<file path="config.mk">
export PLATFORM = sky130hd
export DESIGN_NAME = baud_tick_gen_flat
export DESIGN_NICKNAME = d
export VERILOG_FILES = /design/src/rtl/baud_tick_gen_pkg.sv /design/src/rtl/baud_tick_gen_if.sv /design/src/rtl/baud_tick_gen_frac_div.sv /design/src/rtl/baud_tick_gen.sv /design/src/flat_wrapper.sv
export SDC_FILE = /design/constraint.sdc
export NUM_CORES = 1
export LEC_CHECK = 0
export ABC_AREA = 0
export BUFFER_PORTS_ARGS = -buffer_cell sky130_fd_sc_hd__buf_2
export CORE_MARGIN = 8
export CORE_UTILIZATION = 55
export CTS_CLUSTER_SIZE = 40
export DETAILED_ROUTE_END_ITERATION = 8
export GPL_ROUTABILITY_DRIVEN = 0
export PLACE_DENSITY = 0.74
export SLEW_MARGIN = 20
export SYNTH_ARGS = -nofsm -noshare
export SYNTH_HDL_FRONTEND = slang
export SYNTH_HIERARCHICAL = 1
export SYNTH_SLANG_ARGS = --single-unit
</file>
<file path="constraint.sdc">
create_clock -name clk -period 16 [get_ports clk]
set_input_delay 4 -clock clk [delete_from_list [all_inputs] [get_ports clk]]
set_output_delay 4 -clock clk [all_outputs]
set_load 0.01 [all_outputs]
</file>
<file path="src/rtl/baud_tick_gen_pkg.sv">
// baud_tick_gen_pkg: standard baud rates, select encoding and fixed-point divisor helper
package baud_tick_gen_pkg;
  localparam int BAUD_2400 = 2400;
  localparam int BAUD_9600 = 9600;
  localparam int BAUD_19200 = 19200;
  localparam int BAUD_115200 = 115200;
  localparam int INT_W_DEF = 16;
  localparam int FRAC_W_DEF = 8;
  localparam int DIV_W = INT_W_DEF + FRAC_W_DEF;
  typedef enum logic [1:0] {
    SEL_B0 = 2'b00,
    SEL_B1 = 2'b01,
    SEL_B2 = 2'b10,
    SEL_CUST = 2'b11
  } sel_t;
  // {int,frac} of freq/(baud*os), fraction rounded to nearest; a rounding carry lands in int
  function automatic longint calc_div(input longint freq, input longint baud, input longint os, input int frac_w);
    return ((freq <<< (frac_w + 1)) + baud * os) / (2 * baud * os);
  endfunction
endpackage

</file>
<file path="src/rtl/baud_tick_gen_if.sv">
// baud_tick_gen_if: control and strobe bundle between a UART and its baud generator
interface baud_tick_gen_if #(
  parameter int INT_W = 16,
  parameter int FRAC_W = 8
);
  import baud_tick_gen_pkg::*;
  logic en;
  sel_t baud_sel;
  logic div_we;
  logic [INT_W+FRAC_W-1:0] div_in;
  logic tick_os;
  logic tick_bit;
  logic baud_out;
  logic sel_pending;
  modport master (
    output en, baud_sel, div_we, div_in,
    input tick_os, tick_bit, baud_out, sel_pending
  );
  modport slave (
    input en, baud_sel, div_we, div_in,
    output tick_os, tick_bit, baud_out, sel_pending
  );
endinterface

</file>
<file path="src/rtl/baud_tick_gen_frac_div.sv">
// baud_tick_gen_frac_div: period counter with fractional accumulator (BAUD_TICK_GEN_FRAC_EN) producing tick_os
module baud_tick_gen_frac_div #(
  parameter int INT_W = 16,
  parameter int FRAC_W = 8
) (
  input  logic clk,
  input  logic rst,
  input  logic en,
  input  logic [INT_W+FRAC_W-1:0] div,
  output logic tick_os
);
  localparam logic [INT_W:0] ONE = 1;
  localparam logic [INT_W:0] TWO = 2;
  logic [INT_W:0] cnt, base, per;
  logic wrap;
`ifdef BAUD_TICK_GEN_FRAC_EN
  logic [FRAC_W-1:0] acc;
  logic [FRAC_W:0] sum;
  logic carry;
  assign base = {1'b0, div[INT_W+FRAC_W-1:FRAC_W]};
  assign sum = {1'b0, acc} + {1'b0, div[FRAC_W-1:0]};
  assign per = (base < TWO ? TWO : base) + {{INT_W{1'b0}}, carry};
  // add the fraction on every tick; its carry stretches the following period by one cycle
  always_ff @(posedge clk)
    if (rst || !en) begin
      acc <= '0;
      carry <= 1'b0;
    end else if (wrap) begin
      acc <= sum[FRAC_W-1:0];
      carry <= sum[FRAC_W];
    end
`else
  logic unused_frac;
  assign unused_frac = ^div[FRAC_W-2:0];
  assign base = {1'b0, div[INT_W+FRAC_W-1:FRAC_W]} + {{INT_W{1'b0}}, div[FRAC_W-1]};
  assign per = base < TWO ? TWO : base;
`endif
  assign wrap = cnt >= per - ONE;
  // count 0..per-1 and strobe in the cycle after the last count; >= keeps a shrunk period from stalling
  always_ff @(posedge clk)
    if (rst || !en) begin
      cnt <= '0;
      tick_os <= 1'b0;
    end else begin
      cnt <= wrap ? '0 : cnt + ONE;
      tick_os <= wrap;
    end
endmodule

</file>
<file path="src/rtl/baud_tick_gen.sv">
// baud_tick_gen: UART baud generator with glitch-free rate switching; BAUD_TICK_GEN_FRAC_EN enables fractional divisors
module baud_tick_gen
  import baud_tick_gen_pkg::*;
#(
  parameter int FREQ = 50000000,
  parameter int OVERSAMPLE = 16,
  parameter int BAUD_0 = BAUD_2400,
  parameter int BAUD_1 = BAUD_9600,
  parameter int BAUD_2 = BAUD_19200,
  parameter int INT_W = INT_W_DEF,
  parameter int FRAC_W = FRAC_W_DEF,
  parameter int CUSTOM_RST = BAUD_115200
) (
  input logic clk,
  input logic rst,
  baud_tick_gen_if.slave bus
);
  localparam int DW = INT_W + FRAC_W;
  localparam int OSW = $clog2(OVERSAMPLE);
  localparam logic [DW-1:0] DIV_0 = DW'(calc_div(FREQ, BAUD_0, OVERSAMPLE, FRAC_W));
  localparam logic [DW-1:0] DIV_1 = DW'(calc_div(FREQ, BAUD_1, OVERSAMPLE, FRAC_W));
  localparam logic [DW-1:0] DIV_2 = DW'(calc_div(FREQ, BAUD_2, OVERSAMPLE, FRAC_W));
  localparam logic [DW-1:0] DIV_C = DW'(calc_div(FREQ, CUSTOM_RST, OVERSAMPLE, FRAC_W));
  localparam logic [OSW-1:0] OS_LAST = OSW'(OVERSAMPLE - 1);
  localparam logic [OSW-1:0] OS_HALF = OSW'(OVERSAMPLE / 2 - 1);
  sel_t act_sel;
  logic [DW-1:0] cust, cust_act, div;
  logic [OSW-1:0] os_cnt;
  logic tick_os, tick_bit, apply;
  assign div = act_sel == SEL_CUST ? cust_act : act_sel == SEL_B2 ? DIV_2 : act_sel == SEL_B1 ? DIV_1 : DIV_0;
  assign tick_bit = tick_os && os_cnt == OS_LAST;
  assign apply = !bus.en || tick_bit;
  assign bus.tick_os = tick_os;
  assign bus.tick_bit = tick_bit;
  baud_tick_gen_frac_div #(.INT_W(INT_W), .FRAC_W(FRAC_W)) u_div (
    .clk(clk),
    .rst(rst),
    .en(bus.en),
    .div(div),
    .tick_os(tick_os)
  );
  // rate and custom divisor switch only on a bit boundary (or while idle) so no bit is ever cut or stretched
  always_ff @(posedge clk)
    if (rst) begin
      act_sel <= bus.baud_sel;
      cust <= DIV_C;
      cust_act <= DIV_C;
      bus.sel_pending <= 1'b0;
    end else begin
      if (bus.div_we) cust <= bus.div_in;
      if (apply) begin
        act_sel <= bus.baud_sel;
        cust_act <= cust;
      end
      bus.sel_pending <= !apply && bus.baud_sel != act_sel;
    end
  // oversample position within the bit and the half-bit square wave derived from it
  always_ff @(posedge clk)
    if (rst || !bus.en) begin
      os_cnt <= '0;
      bus.baud_out <= 1'b0;
    end else if (tick_os) begin
      os_cnt <= tick_bit ? '0 : os_cnt + OSW'(1);
      bus.baud_out <= bus.baud_out ^ (os_cnt == OS_HALF || tick_bit);
    end
endmodule

</file>
<file path="src/flat_wrapper.sv">
// flat-port wrapper written by rule: the top's interface ports become plain ports
module baud_tick_gen_flat import baud_tick_gen_pkg::*;
#(
  parameter int FREQ = 50000000,
  parameter int OVERSAMPLE = 16,
  parameter int BAUD_0 = BAUD_2400,
  parameter int BAUD_1 = BAUD_9600,
  parameter int BAUD_2 = BAUD_19200,
  parameter int INT_W = INT_W_DEF,
  parameter int FRAC_W = FRAC_W_DEF,
  parameter int CUSTOM_RST = BAUD_115200
)
  (clk, rst, bus_en, bus_baud_sel, bus_div_we, bus_div_in, bus_tick_os, bus_tick_bit, bus_baud_out, bus_sel_pending);
  baud_tick_gen_if #(.INT_W(INT_W), .FRAC_W(FRAC_W)) bus_i ();
  input logic clk;
  input logic rst;
  input wire logic [$bits(bus_i.en)-1:0] bus_en;
  input wire logic [$bits(bus_i.baud_sel)-1:0] bus_baud_sel;
  input wire logic [$bits(bus_i.div_we)-1:0] bus_div_we;
  input wire logic [$bits(bus_i.div_in)-1:0] bus_div_in;
  output wire logic [$bits(bus_i.tick_os)-1:0] bus_tick_os;
  output wire logic [$bits(bus_i.tick_bit)-1:0] bus_tick_bit;
  output wire logic [$bits(bus_i.baud_out)-1:0] bus_baud_out;
  output wire logic [$bits(bus_i.sel_pending)-1:0] bus_sel_pending;
  assign bus_i.en = bus_en;
  assign bus_i.baud_sel = bus_baud_sel;
  assign bus_i.div_we = bus_div_we;
  assign bus_i.div_in = bus_div_in;
  assign bus_tick_os = bus_i.tick_os;
  assign bus_tick_bit = bus_i.tick_bit;
  assign bus_baud_out = bus_i.baud_out;
  assign bus_sel_pending = bus_i.sel_pending;
  baud_tick_gen #(.FREQ(FREQ), .OVERSAMPLE(OVERSAMPLE), .BAUD_0(BAUD_0), .BAUD_1(BAUD_1), .BAUD_2(BAUD_2), .INT_W(INT_W), .FRAC_W(FRAC_W), .CUSTOM_RST(CUSTOM_RST)) u_core (.clk(clk), .rst(rst), .bus(bus_i));
endmodule
</file>
**After elaboration in Yosys (flattened, before gate mapping)**

Index checks and enable logic that the tools add are counted.

- Bits in registers: 74
- Bits in latches: 0
- Memory bits (writable): 0
- ROM bits: 0
- Input port bits: 30
- Memories: 0

- Add/sub/neg operators: 4
- $mul: 0
- Div/mod/pow operators: 0
- $lt $le $gt $ge: 2
- Equality and inequality tests: 6
- Shift operators: 0
- Mux-type cells: 7
- Bitwise logic cells: 1
- Reduce and logical (&&, ||, !) cells: 9

Operator list:

| kind | number |
|---|---|
| $mux W24 | 2 |
| $mux W19 | 1 |
| $add A16 B1 Y17 | 1 |
| $add A17 B1 Y17 const B | 1 |
| $ge A17 B17 Y1 | 1 |
| $lt A17 B2 Y1 const B | 1 |
| $mux W17 | 1 |
| $sub A17 B1 Y17 const B | 1 |
| $add A4 B1 Y4 const B | 1 |
| $eq A2 B2 Y1 const B | 2 |
| $eq A4 B3 Y1 const B | 1 |
| $eq A4 B4 Y1 const B | 1 |
| $mux W2 | 2 |
| $mux W4 | 1 |
| $logic_or A1 B1 Y1 | 3 |
| $eq A2 B1 Y1 const B | 1 |
| $logic_and A1 B1 Y1 | 2 |
| $logic_not A1 Y1 | 2 |
| $ne A2 B2 Y1 | 1 |
| $reduce_bool A2 Y1 | 1 |
| $reduce_or A2 Y1 | 1 |
| $xor A1 B1 Y1 | 1 |

**Longest topological paths before layout**

Gate-level depths: netlist (run 1).

- Word-level depth: 10
- Gate-level depth with buffers: 27
- Mapped depth without buffers: 24

**Modules after synthesis**

The synthesis (run 1) kept the hierarchy.

Modules (own cells, without submodules):

| module | times used | cells each | area each (µm²) | sequential area each (µm²) |
|---|---|---|---|---|
| baud_tick_gen | 1 | 264 | 2463.6 | 1141.1 |
| baud_tick_gen_frac_div | 1 | 254 | 2089.5 | 360.3 |

**Least setup slack after synthesis (run 1)**

Ideal clock, no wire load.

- Kind: register to register
- From: reg u_core.act_sel[0]
- To: reg u_core.u_div.cnt[10]
- Setup time: 0.132 ns
- Arrival time: 5.483 ns
- Required time: 15.868 ns
- Slack: 10.385 ns
- Stages on the path, launching flop included: 25
- Period minus slack after synthesis: 5.615 ns
- Path through: edfxtp_1 > ha_1 > clkbuf_1 > buf_1 > nand2_1 > nand2_1 > ha_1 > ha_1 > and3_2 > nand4_1 > xnor2_2 > nor4_4 > nand3_1 > nand2_1 > ha_1 > nand2_1 > a211oi_1 > o211ai_1 > xor2_1 > ha_1 > nand4_1 > or2_2 > a31oi_1 > clkbuf_1 > nor3_1

- Longest elaborated chain between the ends: 10
- Elaborated cells between the ends (all ways): 12
- Those cells by class: add/sub: 2; order compare: 2; eq/ne: 3; mux: 4; reduce/logical: 1

RTL lines:

| element | line | text |
|---|---|---|
| start: declaration | baud_tick_gen.sv:26 | `sel_t act_sel;` |
| start signal: assignment | baud_tick_gen.sv:45 | `act_sel <= bus.baud_sel;` |
| start signal: assignment | baud_tick_gen.sv:52 | `act_sel <= bus.baud_sel;` |
| $eq A2 B1 Y1 | baud_tick_gen.sv:30 | `assign div = act_sel == SEL_CUST ? cust_act : act_sel == SEL_B2 ? DIV_2 : act_sel == SEL_B1 ? DIV_1 : DIV_0;` |
| $mux W19 | baud_tick_gen.sv:30 |  |
| $mux W24 | baud_tick_gen.sv:30 |  |
| $mux W24 * | baud_tick_gen.sv:30 |  |
| via u_core.div[8] | baud_tick_gen.sv:27 | `logic [DW-1:0] cust, cust_act, div;` |
| $add A16 B1 Y17 * | baud_tick_gen_frac_div.sv:35 | `assign base = {1'b0, div[INT_W+FRAC_W-1:FRAC_W]} + {{INT_W{1'b0}}, div[FRAC_W-1]};` |
| $lt A17 B2 Y1 | baud_tick_gen_frac_div.sv:36 | `assign per = base < TWO ? TWO : base;` |
| $mux W17 * | baud_tick_gen_frac_div.sv:36 |  |
| $sub A17 B1 Y17 * | baud_tick_gen_frac_div.sv:38 | `assign wrap = cnt >= per - ONE;` |
| $ge A17 B17 Y1 * | baud_tick_gen_frac_div.sv:38 |  |
| $reduce_or A2 Y1 (no source line) * | -- |  |
| end signal: assignment | baud_tick_gen_frac_div.sv:45 | `cnt <= wrap ? '0 : cnt + ONE;` |
| end: declaration | baud_tick_gen_frac_div.sv:14 | `logic [INT_W:0] cnt, base, per;` |

Mark *: on every way through the listed nets, which the timed path passes. The rest lies on a longest branch.
A chain may end at the register's enable or synchronous reset.

**Worst setup path in the final report (run 1)**

- From: reg u_core.act_sel[0]
- To: reg u_core.u_div.cnt[16]

Same word-level chain as after synthesis.

==> results of run 1 <==
[layer usage]
layer  wire (microns)  global-route usage  up-vias
met5                0                   0        -
met4              187             0.06987        0
met3              388             0.04880       14
met2             3731              0.2687       81
met1             3898              0.2107     1460
li1                 -                   -     1662
[critical path, cell delays in order (launching register included)]
cell	delay (ns)
edfxtp_1	0.45
ha_1	0.58
nand2b_1	0.25
a21boi_0	0.21
ha_1	0.31
ha_1	0.31
and3_2	0.39
nand4_1	0.19
xnor2_2	0.22
nor4_4	0.60
nand3_1	0.19
nand2_1	0.15
ha_1	0.19
nand2_1	0.16
a211oi_1	0.46
nand2b_1	0.15
xor2_1	0.17
ha_1	0.30
a21o_1	0.16
a21oi_1	0.13
nor2b_1	0.07
nor2_1	0.08
nand3_1	0.47
nor3_1	0.34
[path summary, 6_finish.rpt]
check,end,cells past startpoint
worst min register to register,u_core/cust_act[8],1
worst max-delay path,u_core/u_div/cnt[16],23
worst min-delay path,u_core/cust_act[8],1
worst max register to register,u_core/u_div/cnt[16],23
[state kept, by name, indices dropped and copies added (netlist names)]
register,count
u_core/bus.baud_out,1
u_core/u_div/cnt,17
u_core/act_sel,2
u_core/cust,17
u_core/bus.sel_pending,1
u_core/os_cnt,4
u_core/u_div/tick_os,1
u_core/cust_act,17
[final cells by class]
| cell class | instances | area [sq um] | share of cell area |
|---|---|---|---|
| Clock buffer | 11 | 151.4 | 0.03529 |
| Clock inverter | 5 | 82.58 | 0.01925 |
| Inverter | 17 | 63.81 | 0.01487 |
| Multi-Input combinational cell | 350 | 2502 | 0.5833 |
| Sequential cell | 60 | 1221 | 0.2846 |
| Tap cell | 99 | 123.9 | 0.02887 |
| Timing Repair Buffer | 28 | 145.1 | 0.03383 |
[power by group]
group	switching (mW)	internal [mW]	total, mW
combinational	0.0361	0.0243	0.0604
clock	0.0632	0.0965	0.160
sequential	0.00319	0.155	0.159
[layout by cell type, fill, tap and decap left out, types with 6 or more instances in the layout]
master	n
a211o_1	11
a21oi_1	12
a31oi_1	6
and2_1	11
buf_2	26
clkbuf_8	11
dfxtp_1	58
ha_1	26
inv_1	17
mux2i_1	16
nand2_1	33
nand2b_1	17
nand3_1	18
nand4_1	10
nand4b_1	10
nor2_1	34
nor2b_1	7
nor3_1	23
o21ai_0	12
xnor2_1	19
xor2_1	19
[metrics by stage]
step | power [mW] | cell area, sq um | setup WS [ns] | hold slack, ns
floorplan | 0.2092 | 3990 | 10.44 | 0.4272
global placement | 0.2193 | 4056 | 9.591 | 0.4410
detailed placement | 0.2212 | 4056 | 9.381 | 0.4487
CTS | 0.3813 | 4290 | 9.345 | 0.4663
global route | 0.3965 | 4290 | 8.524 | 0.4692
finish | 0.3788 | 4290 | 9.359 | 0.4601
==> results.tsv, run 1 <==
stage	metric	value	unit
cts	Num CTS Buffers	9	
global_route	initial antenna violation count	0	
finish	Post-layout nets	522	
pwr	maximum VDD drop	0.0001083	V
finish	Final Util	0.6012	
yosys	Post-Syn Area	0.003990	sq mm
yosys	synthesized area per cell	8.693	sq um
global_route	largest net degree at the start of global routing	50	
sta	Final setup violation count	0	
worst_setup_path	nature of the critical path endpoint	flip-flop	
sta	crit path time final	6.641	ns
global_route	vias in the first global route	3002	
place	PortBufs	26	
finish	diode count	0	
detailed_routing	wire per inst	14.39	microns
detailed_routing	initial drt markers	151	
worst_setup_path	worst reg2reg path startpoint	u_core/act_sel[0]	
floorplanning	die area	0.01024	sq mm
cts	worst-skew pair later-pin latency	0.34	ns
floorplanning	Die Height	101.2	microns
floorplanning	chip width	101.2	microns
floorplanning	row count	31	
cts	CTS sink count	60	
min_path	min-delay src	u_core/cust[8]	
floorplanning	initial core utilization	0.5591	
sta	Fmax	0.1506	GHz
sta	RSZ-0062 raised after global routing	no	
outcome	outcome	completed	
global_route	GRT Util Overall	0.1697	
worst_setup_path	Worst Setup Start Kind	flip-flop	
sta	Worst Tran Pin Value	0.6916	ns
sta	skew final	0.01052	ns
sta	Final Slew Violations	0	
finish	Syn-to-layout area delta	7.526	%
sta	Hold Violations, Final	0	
cts	post-cts sizing count	0	
worst_setup_path	CP startpoint	u_core/act_sel[0]	
cts	CTS Hold Buffers Added	0	
yosys	Mapped Nets	515	
global_route	aggregate global routing overflow	0	
min_path	Worst Hold Class	reg2reg	
pwr	Leakage	1.728	nW
job	Max Cap Viol	0	
sta	Final period util	0.4150	
cts	H-tree levels	3	
worst_setup_path	Crit Path Max Fanout	21	
yosys	Ys Warns	6	
cts	setup bufs post-CTS	0	
place	dpl hpwl	6003	microns
finish	layout cells sized above 1	0.1401	
cts	Root Driver	clkbuf_8	
cts	CTS tree	built	
detailed_routing	via count	3217	
worst_setup_path	Setup CP Type	reg2reg	
finish	post-route insts no fill	570	
finish	fill count	644	
detailed_routing	Post-DRT Antenna Nets	0	
place	placed insts	554	
detailed_routing	# DRC	0	
pwr	P per Cell Area	88.29	mW/mm^2
floorplanning	IO Count	34	
sta	Setup TNS	0	ns
detailed_routing	drt pass-1 iters	5	
detailed_routing	via/cell ratio	5.644	
cts	clk buf depth	2	
worst_setup_path	crit path DAT	6.89	ns
worst_setup_path	CP required	16.25	ns
cts	clock-pin slew on the worst setup and hold paths	0.07	ns
yosys	Cells after Synth	459	
worst_setup_path	reg-to-reg slack, setup	9.36	ns
detailed_routing	WL final	8205	microns
floorplanning	area of the core	0.007137	sq mm
global_route	first-pass GRT wire length	14040	microns
sta	headroom to the max-slew limit	0.5389	
Note: power is estimated with default switching activity, not from simulation.
==> run 2: changes to the inputs <==
PLACE_DENSITY = 0.77   (was 0.74)
clock period = 5.95 ns   (was 16 ns; I/O delays follow)
==> results.tsv, run 2 (synthesis results as in run 1) <==
stage	metric	value	unit	change
detailed_routing	wire per inst	14.83	microns	+3.0%
place	dpl hpwl	6418	microns	+6.9%
cts	Root Driver	clkbuf_8		
global_route	first-pass GRT wire length	14640	microns	+4.3%
floorplanning	Die Height	101.2	microns	unchanged
outcome	outcome	completed		
finish	most frequent cells in the layout	dfxtp_1, nor2_1, nand2_1		
place	PortBufs	26		unchanged
worst_setup_path	Crit Path Max Fanout	13		-38%
min_path	min-delay src	u_core/cust[9]		
job	Max Cap Viol	0		unchanged
worst_setup_path	Worst Setup Start Kind	flip-flop		
floorplanning	chip width	101.2	microns	unchanged
worst_setup_path	nature of the critical path endpoint	flip-flop		
detailed_routing	drt pass-1 iters	4		-1
worst_setup_path	Setup CP Type	reg2reg		
sta	Final Slew Violations	0		unchanged
floorplanning	area of the core	0.007137	sq mm	unchanged
pwr	maximum VDD drop	0.0001991	V	+84%
finish	Post-layout nets	532		+1.9%
global_route	largest net degree at the start of global routing	50		unchanged
detailed_routing	via count	3362		+4.5%
global_route	aggregate global routing overflow	0		unchanged
cts	Num CTS Buffers	9		unchanged
floorplanning	row count	31		unchanged
place	pre-CTS WS	-0.06886	ns	-9.449 ns
worst_setup_path	crit path DAT	5.86	ns	-1.03 ns
sta	Final period util	0.9425		+0.5275
sta	Worst Tran Pin Value	0.6934	ns	+0.001761 ns
worst_setup_path	reg-to-reg slack, setup	0.34	ns	-9.02 ns
floorplanning	die area	0.01024	sq mm	unchanged
cts	clock-pin slew on the worst setup and hold paths	0.07	ns	about the same
cts	H-tree levels	3		unchanged
global_route	initial antenna violation count	0		unchanged
min_path	Worst Hold Class	reg2reg		
worst_setup_path	R2R cell count	23		unchanged
floorplanning	IO Count	34		unchanged
sta	crit path time final	5.608	ns	-1.033 ns
min_path	WHS Endpoint	u_core/cust_act[9]		
cts	CTS tree	built		
sta	Hold Violations, Final	0		unchanged
finish	layout cells sized above 1	0.1726		+0.03243
finish	diode count	0		unchanged
sta	Final setup violation count	0		unchanged
detailed_routing	Post-DRT Antenna Nets	0		unchanged
cts	CTS sink count	60		unchanged
finish	Final Util	0.6147		+0.01350
sta	skew final	0.007822	ns	-0.002694 ns
finish	commonest non-fill, non-tap cell in the layout	dfxtp_1		
sta	headroom to the max-slew limit	0.5377		-0.001174
finish	Syn-to-layout area delta	9.940	%	
sta	Fmax	0.1783	GHz	+18%
sta	WHS	0.4616	ns	+0.001467 ns
detailed_routing	via/cell ratio	5.797		+2.7%
cts	clk buf depth	2		unchanged
detailed_routing	# DRC	0		unchanged
pwr	P per Cell Area	227.3	mW/mm^2	+160%
finish	fill count	628		-2.5%
worst_setup_path	CP required	6.20	ns	-10.05 ns
cts	worst-skew pair later-pin latency	0.35	ns	about the same
global_route	vias in the first global route	3149		+4.9%
detailed_routing	initial drt markers	271		+79%
floorplanning	initial core utilization	0.5591		unchanged
sta	Setup WS post-layout	0.3420	ns	-9.017 ns
min_path	WHS Path Cells	1		unchanged
cts	CTS Hold Buffers Added	0		unchanged
worst_setup_path	worst reg2reg path startpoint	u_core/act_sel[1]		
pwr	Leakage	1.763	nW	+2.1%
sta	Setup TNS	0	ns	unchanged
detailed_routing	WL final	8601	microns	+4.8%
worst_setup_path	reg2reg end	u_core/u_div/cnt[2]		
global_route	GRT Util Overall	0.1765		+0.006763
finish	largest registers	u_core/cust (17), u_core/cust_act (17), u_core/u_div/cnt (17)		
[run 2: changes by cell type in the layout (fill, tap and decap cells not counted), sizes merged]
cell,before,now
clkinvlp,1,2
clkbuf,11,10
bufinv,2,1
inv,18,17
buf,28,38
clkinv,1,3
[run 2: report_power, final]
group	switching (mW)	internal (mW)	total, mW
clock	0.176	0.221	0.396
sequential	0.00828	0.418	0.426
combinational	0.100	0.0742	0.174
total	0.284	0.713	0.997
[run 2: critical path, stage by stage (launching register included)]
cell	delay (ns)
edfxtp_1	0.50
ha_1	0.33
nand2b_1	0.14
a21boi_1	0.21
ha_2	0.27
ha_1	0.18
and3_4	0.29
mux2_2	0.18
mux2i_2	0.11
nor4_4	0.44
nand3_1	0.16
nand2_1	0.13
ha_1	0.18
nand2_1	0.17
nor2_2	0.20
mux2i_1	0.23
xnor2_1	0.19
ha_1	0.29
a21o_1	0.16
a21o_1	0.17
a221oi_1	0.31
a31oi_1	0.20
buf_4	0.21
nor3_1	0.24
[run 2: worst max path at each step]
stage	startpoint	to	cells past startpoint
6_report	u_core/act_sel[1]	u_core/u_div/cnt[2]	23
5_1_grt	u_core/act_sel[0]	u_core/u_div/cnt[2]	25
4_1_cts	u_core/act_sel[0]	u_core/u_div/cnt[2]	24
3_5_place_dp	u_core/act_sel[0]	u_core/u_div/cnt[2]	23
3_3_place_gp	u_core/act_sel[0]	u_core/u_div/cnt[16]	23
2_1_floorplan	u_core/act_sel[0]	u_core/u_div/cnt[10]	23
[run 2: area by class of cell]
class / instances / area [sq um] / share of cell area
multi-input combinational: 350 / 2537 / 0.5784
sequential: 60 / 1221 / 0.2784
timing repair buffer: 38 / 220.2 / 0.05020
clock buffer: 10 / 148.9 / 0.03394
tap: 99 / 123.9 / 0.02824
clock inverter: 6 / 71.32 / 0.01626
inverter: 17 / 63.81 / 0.01455
[run 2: layer usage]
layer / track usage / vias to the layer above / share of wire
met5: 0 / - / 0
met4: 0.05040 / 0 / 0.0093
met3: 0.04674 / 10 / 0.044
met2: 0.2895 / 83 / 0.49
met1: 0.2215 / 1599 / 0.46
li1: - / 1670 / -
[run 2: per-stage QoR]
step	area, sq um	instances	power [mW]
final	4387	580	0.9969
after global routing	4387	580	1.044
after CTS	4329	576	0.9961
after detailed placement	4101	560	0.6005
after global placement	4101	560	0.5930
after floorplan	3990	459	0.5627
[run 2: timing repair]
action                                  4_1_cts  5_1_grt
buffers inserted                              0        4
cloned                                        0        0
resized for setup                             2        8
endpoints found under the setup margin       16       18
pin swaps                                     0        1
